File: src/rtl/ex_mem_reg.sv
// EX/MEM pipeline register: 2-entry (main + skid) elastic buffer between the ALU and memory stages.
// Optional forwarding outputs (fwd_valid/fwd_rd/fwd_data) are enabled by defining EXMEM_FWD_EN.

`ifndef WORD
`define WORD 32
`endif

module ex_mem_reg #(
    parameter int DATA_W = `WORD,
    parameter int RA_W   = 5
) (
    input  logic              clk,
    input  logic              rst_n,
    input  logic              flush,
    input  logic              in_valid,
    output logic              in_ready,
    input  logic [DATA_W-1:0] in_result,
    input  logic              in_zero,
    input  logic [RA_W-1:0]   in_rd,
    input  logic              in_reg_write,
    input  logic              in_mem_read,
    input  logic              in_mem_write,
    input  logic [DATA_W-1:0] in_store_data,
    output logic              out_valid,
    input  logic              out_ready,
    output logic [DATA_W-1:0] out_result,
    output logic              out_zero,
    output logic [RA_W-1:0]   out_rd,
    output logic              out_reg_write,
    output logic              out_mem_read,
    output logic              out_mem_write,
    output logic [DATA_W-1:0] out_store_data,
    output logic [15:0]       retire_cnt
`ifdef EXMEM_FWD_EN
   ,output logic              fwd_valid,
    output logic [RA_W-1:0]   fwd_rd,
    output logic [DATA_W-1:0] fwd_data
`endif
);

    typedef enum logic [1:0] {
        EMPTY = 2'd0,
        ONE   = 2'd1,
        TWO   = 2'd2
    } state_t;

    typedef struct packed {
        logic [DATA_W-1:0] result;
        logic              zero;
        logic [RA_W-1:0]   rd;
        logic              reg_write;
        logic              mem_read;
        logic              mem_write;
        logic [DATA_W-1:0] store_data;
    } entry_t;

    state_t      state_q, state_d;
    entry_t      main_q, main_d;
    entry_t      skid_q, skid_d;
    logic        in_ready_q, in_ready_d;
    logic [15:0] retire_q, retire_d;

    entry_t in_entry;
    logic   accept;
    logic   drain;

    assign in_entry = '{
        result:     in_result,
        zero:       in_zero,
        rd:         in_rd,
        reg_write:  in_reg_write,
        mem_read:   in_mem_read,
        mem_write:  in_mem_write,
        store_data: in_store_data
    };

    assign in_ready  = in_ready_q;
    assign out_valid = (state_q != EMPTY);
    assign accept    = in_valid & in_ready_q;
    assign drain     = out_valid & out_ready;

    // NOTE: every variable gets a default first so no path leaves it unassigned (no latch).
    always_comb begin
        state_d  = state_q;
        main_d   = main_q;
        skid_d   = skid_q;
        retire_d = retire_q;

        if (flush) begin
            state_d = EMPTY;
        end else begin
            retire_d = retire_q + 16'(drain);
            unique case (state_q)
                EMPTY: begin
                    if (accept) begin
                        main_d  = in_entry;
                        state_d = ONE;
                    end
                end
                ONE: begin
                    if (accept && drain) begin
                        main_d = in_entry;
                    end else if (accept) begin
                        skid_d  = in_entry;
                        state_d = TWO;
                    end else if (drain) begin
                        state_d = EMPTY;
                    end
                end
                TWO: begin
                    // in_ready is low here, so only a drain can move the buffer.
                    if (drain) begin
                        main_d  = skid_q;
                        state_d = ONE;
                    end
                end
                default: state_d = EMPTY;
            endcase
        end

        in_ready_d = (state_d != TWO);
    end

    // NOTE: sequential state uses non-blocking assignments so all flops update from pre-edge values.
    // NOTE: both entries are reset too, so out_* read 0 during reset and nothing survives it.
    always_ff @(posedge clk or negedge rst_n) begin
        if (!rst_n) begin
            state_q    <= EMPTY;
            main_q     <= '0;
            skid_q     <= '0;
            in_ready_q <= 1'b0;
            retire_q   <= '0;
        end else begin
            state_q    <= state_d;
            main_q     <= main_d;
            skid_q     <= skid_d;
            in_ready_q <= in_ready_d;
            retire_q   <= retire_d;
        end
    end

    assign out_result     = main_q.result;
    assign out_zero       = main_q.zero;
    assign out_rd         = main_q.rd;
    assign out_reg_write  = main_q.reg_write;
    assign out_mem_read   = main_q.mem_read;
    assign out_mem_write  = main_q.mem_write;
    assign out_store_data = main_q.store_data;
    assign retire_cnt     = retire_q;

`ifdef EXMEM_FWD_EN
    // r0 is hard-wired zero, so writes to it are never forwarded.
    assign fwd_valid = out_valid & main_q.reg_write & (main_q.rd != '0);
    assign fwd_rd    = main_q.rd;
    assign fwd_data  = main_q.result;
`endif

endmodule

File: config.mk
export PLATFORM = sky130hd
export DESIGN_NAME = ex_mem_reg
export DESIGN_NICKNAME = d
export VERILOG_FILES = /design/src/rtl/ex_mem_reg.sv
export SDC_FILE = /design/constraint.sdc
export NUM_CORES = 1
export LEC_CHECK = 0
export CAP_MARGIN = 30
export CORE_MARGIN = 1.5
export CORE_UTILIZATION = 35
export DETAILED_ROUTE_END_ITERATION = 12
export GPL_TIMING_DRIVEN = 0
export HOLD_SLACK_MARGIN = 0.08
export PLACE_DENSITY_LB_ADDON = 0.3
export SYNTH_ARGS = -nofsm -noshare
export SYNTH_HDL_FRONTEND = slang
export SYNTH_SLANG_ARGS = --single-unit
File: constraint.sdc
create_clock -name clk -period 5.8 [get_ports clk]
set_input_delay 0.58 -clock clk [delete_from_list [all_inputs] [get_ports clk]]
set_output_delay 0.58 -clock clk [all_outputs]
set_load 0.01 [all_outputs]
# After elaboration in Yosys (flattened, before gate mapping)
# Index checks and enable logic that the tools add are counted.
# classes
bitwise_logic,4
n_eq_ne,6
n_addsub,1
n_reduce_logical,6
mux,11
# ops
cell,n
$mux 73,3
$pmux 73 s3,1
$add 16x1->16,1
$mux 2,6
$ne 2x2->1 const B,4
$pmux 2 s3,1
$reduce_and 5->1,1
$reduce_and 4->1,1
$reduce_bool 3->1,1
$and 1x1->1,2
$eq 2x1->1 const B,1
$eq 2x2->1 const B,1
$logic_not 2->1,1
$not 1->1,2
$reduce_bool 2->1,1
$logic_and 1x1->1,1
# totals
register_bits,165
elab_cells,45

# Depth between registers and ports, before layout
# logic_depth
depth_word,8
ltp_mapped,8

# Least setup slack after synthesis
# Ideal clock, no wire load.
# synth_path
path_type,register to register
start,register state_q[1]
end,"register retire_q[14], in the netlist retire_cnt[14]"
n_path_buf,0
required_ns,5.668
t_arrival_ns,1.788
path_stages_with_launch,9
setup_ns,0.132
setup_slack_ns,3.880
cell_sequence,dfrtp_1 or2_2 and2_1 ha_1 ha_1 and3b_1 nand3_1 nor3_1 xor2_1
# synth_via
elab_chain_cells,3
# synth_lines
element,line,rtl
from (decl),57,"state_t state_q, state_d;"
from (signal assigned),134,state_q <= state_d;
$reduce_bool 2->1,78,assign out_valid = (state_q != EMPTY);
via out_valid,24,"output logic out_valid,"
$and 1x1->1,80,assign drain = out_valid & out_ready;
$add 16x1->16,92,retire_d = retire_q + 16'(drain);
to (signal assigned),138,retire_q <= retire_d;
to (decl),61,"logic [15:0] retire_q, retire_d;"
# The timed path passes the listed nets, and every way through them passes these cells.
# A chain may end at the register's enable or synchronous reset.

# Worst setup path in the final report
# layout_path
start,register state_q[1]
end,output out_valid
# layout_via
elab_chain_cells,1
# layout_lines
element,line
$reduce_bool 2->1,78
to (decl),24
# No other way between the ends.

==> flow_metrics.tcl <==
set metrics [dict create \
    cts_buffers 17 \
    die_w_um 143.8 \
    ys_types 34 \
    synth_area_per_cell_um2 12.66 \
    cp.depth 2 \
    fp.dieH_um 143.8 \
    cp_slowest_stage_delay_ns 0.49 \
    num_vias 4831 \
    syn_inst 548 \
    synth_area_leader_cell "dfrtp_1" \
    grt_start_max_net_pins 84 \
    ant_nets 0 \
    max_cap_violations 0 \
    drt-total-wl_um 16120 \
    startpoint_type "flip-flop" \
    hold_buffers 0 \
    synth_top_area_share_pct 59.51 \
    critPathLaunch "state_q[1]" \
    hpwl_um 11440 \
    async_reset_ff_share_pct 100.0 \
    coreArea_um2 19460 \
    cp_slowest_cell "clkdlybuf4s50_1" \
    cts_max_path_buffers 2 \
    io_pins 169 \
    synth_area_um2 6938 \
    drv_slew 0 \
    critical_path_arrival_ns 1.67 \
    ys.warnings.count 0 \
    diodes 0 \
    fin_nets 815 \
    fmax_ghz 0.4449 \
    insertion_delay_ns 0.41 \
    start_util_pct 35.65 \
    die_area_um2 20680 \
    cp.buffers_inverters 1 \
    post_cts_buffers 0 \
    crit_family "buffers and inverters" \
    grt_usage_pct 16.14 \
    cp_cell_sequence "or2_2 -> clkdlybuf4s50_1" \
    seq_area_frac_synth_pct 59.51 \
    endpoint "out_valid" \
    synth_ff_type "dfrtp_1" \
    dp.cells 981 \
    final.setup.tns_ns 0 \
    layout-drive-gt1-share_pct 17.78 \
    fin_crit_ns 2.248 \
    whs_ns 0.1425 \
    place.gp.congestion 0.7390 \
    min_period_over_period_pct 38.75 \
    antenna_found_initial 0 \
    run_status "finished clean" \
    grt_pass1_wl_um 25850 \
    worst_slew_pin_slew_ns 0.6394 \
    critical_path_class "flip-flop to output pin" \
    worstHoldPathType "input port to asynchronous set/reset pin" \
    required_ns 5.22 \
    grt_pass1_vias 5090 \
    cts_root_buf "clkbuf_16" \
    hold_viol_final 0 \
    rr_worst_depth 8 \
    path_clk_slew_ns 0.07 \
    clock_skew_ns 0.006840 \
    layout.cells.non_filler 1013 \
    synth_seq_cells 165 \
    maxSlewHeadroom_pct 57.38 \
    synthTopCellsByArea "dfrtp_1, mux2_2, mux2i_1" \
    syn2layout_area_growth_pct 37.60 \
    viasPerCell 4.769 \
    syn_nets 628 \
    ctsResizeCount 0 \
    rrSetupSlack_ns 3.77 \
    p_per_area_nw_per_um2 352.3 \
    r2r_end "retire_cnt[14]" \
    h-tree-depth 4 \
    synth_edf_count 0 \
    overflow 0 \
    drt-pass1-iter-count 4 \
    end_kind "output pin" \
    rsz0062_at_grt "false" \
    finalSetupViolations 0 \
    fin_area_um2 9547 \
    p_total_uw 3363 \
    r2r-start "state_q[1]" \
    post_dp_cell_area_um2 8974 \
    cts_tree "yes" \
    rows 51 \
    port_buffers 167 \
    p_leak_uw 0.004610 \
    drt_iter0_drc 96 \
    drc 0 \
    wl_per_cell_um 15.92 \
    worstPathMaxFanout 7 \
    clock-sinks 165 \
    peakVddDrop_uv 193.8 \
]
==> Yosys cell counts, types with 4 or more instances <==
library cell,number
xnor2_1,8
buf_4,7
mux2_2,75
buf_2,13
o21ai_0,19
nor2_1,4
clkbuf_1,6
xor2_1,6
dfrtp_1,165
o21ai_1,54
buf_6,5
nand2_1,80
mux2i_1,74
nand4_1,5
==> registers in the layout, summed over array words and instances (netlist names), 2 cells and up <==
| name | count |
|---|---|
| out_rd | 5 |
| state_q | 2 |
| out_store_data | 32 |
| out_result | 32 |
| skid_q | 73 |
| retire_cnt | 16 |
==> where the power goes <==
group / internal, uW / switching, uW / total (uW)
logic: 435 / 281 / 716
clock network: 627 / 449 / 1080
registers: 1420 / 150 / 1570
==> worst min path at each step <==
stage,startpoint,endpoint,depth (start not counted)
6_report,rst_n,skid_q[63],1
5_1_grt,rst_n,skid_q[63],1
4_1_cts,rst_n,skid_q[60],1
3_5_place_dp,retire_cnt[15],retire_cnt[15],1
3_3_place_gp,retire_cnt[15],retire_cnt[15],1
2_1_floorplan,rst_n,in_ready,0
==> layout by cell type (no fill, tap or decap), types with 8 or more instances in the layout <==
master / count
nand2_1: 80
mux2_2: 75
clkbuf_16: 17
o21ai_1: 54
xnor2_1: 8
clkdlybuf4s50_1: 166
o21ai_0: 19
dfrtp_1: 165
clkbuf_1: 8
buf_2: 13
mux2i_1: 74
==> layout make-up <==
type | count | area [um^2]
flip-flops and latches | 165 | 4129
inverters | 2 | 7.507
fillers | 1780 | 9916
clock buffers | 22 | 474.2
well taps | 265 | 331.6
plain buffers | 33 | 203.9
multi-input cells | 348 | 2597
repair buffers | 168 | 1704
clock inverters | 10 | 98.84
==> kinds of logic (layout without fill, tap and decap cells) <==
group | count (synthesis) | count (layout) | synth area share (%)
simple gates | 106 | 106 | 6.709
fa+ha+maj | 2 | 2 | 0.3606
buf+inv | 35 | 235 | 3.048
compound gates | 77 | 77 | 5.753
mux | 149 | 149 | 22.85
xor+xnor | 14 | 14 | 1.767
flops | 165 | 165 | 59.51
==> layer usage <==
| layer | track usage [%] | wire length [um] | vias to the layer above |
|---|---|---|---|
| li1 | - | - | 2280 |
| met1 | 19.82 | 6979 | 2410 |
| met2 | 27.10 | 7891 | 123 |
| met3 | 5.365 | 1056 | 18 |
| met4 | 4.458 | 197 | 0 |
| met5 | 0 | 0 | - |
==> metrics by stage <==
| step | utilization, % | setup slack [ns] |
|---|---|---|
| finish | 49.05 | 3.552 |
| CTS | 49.05 | 3.532 |
| global placement | 45.94 | -2.389 |
| detailed placement | 46.11 | 3.196 |
| global route | 49.05 | 3.495 |
| floorplan | - | 3.880 |
(Power assumes the default switching activity.)
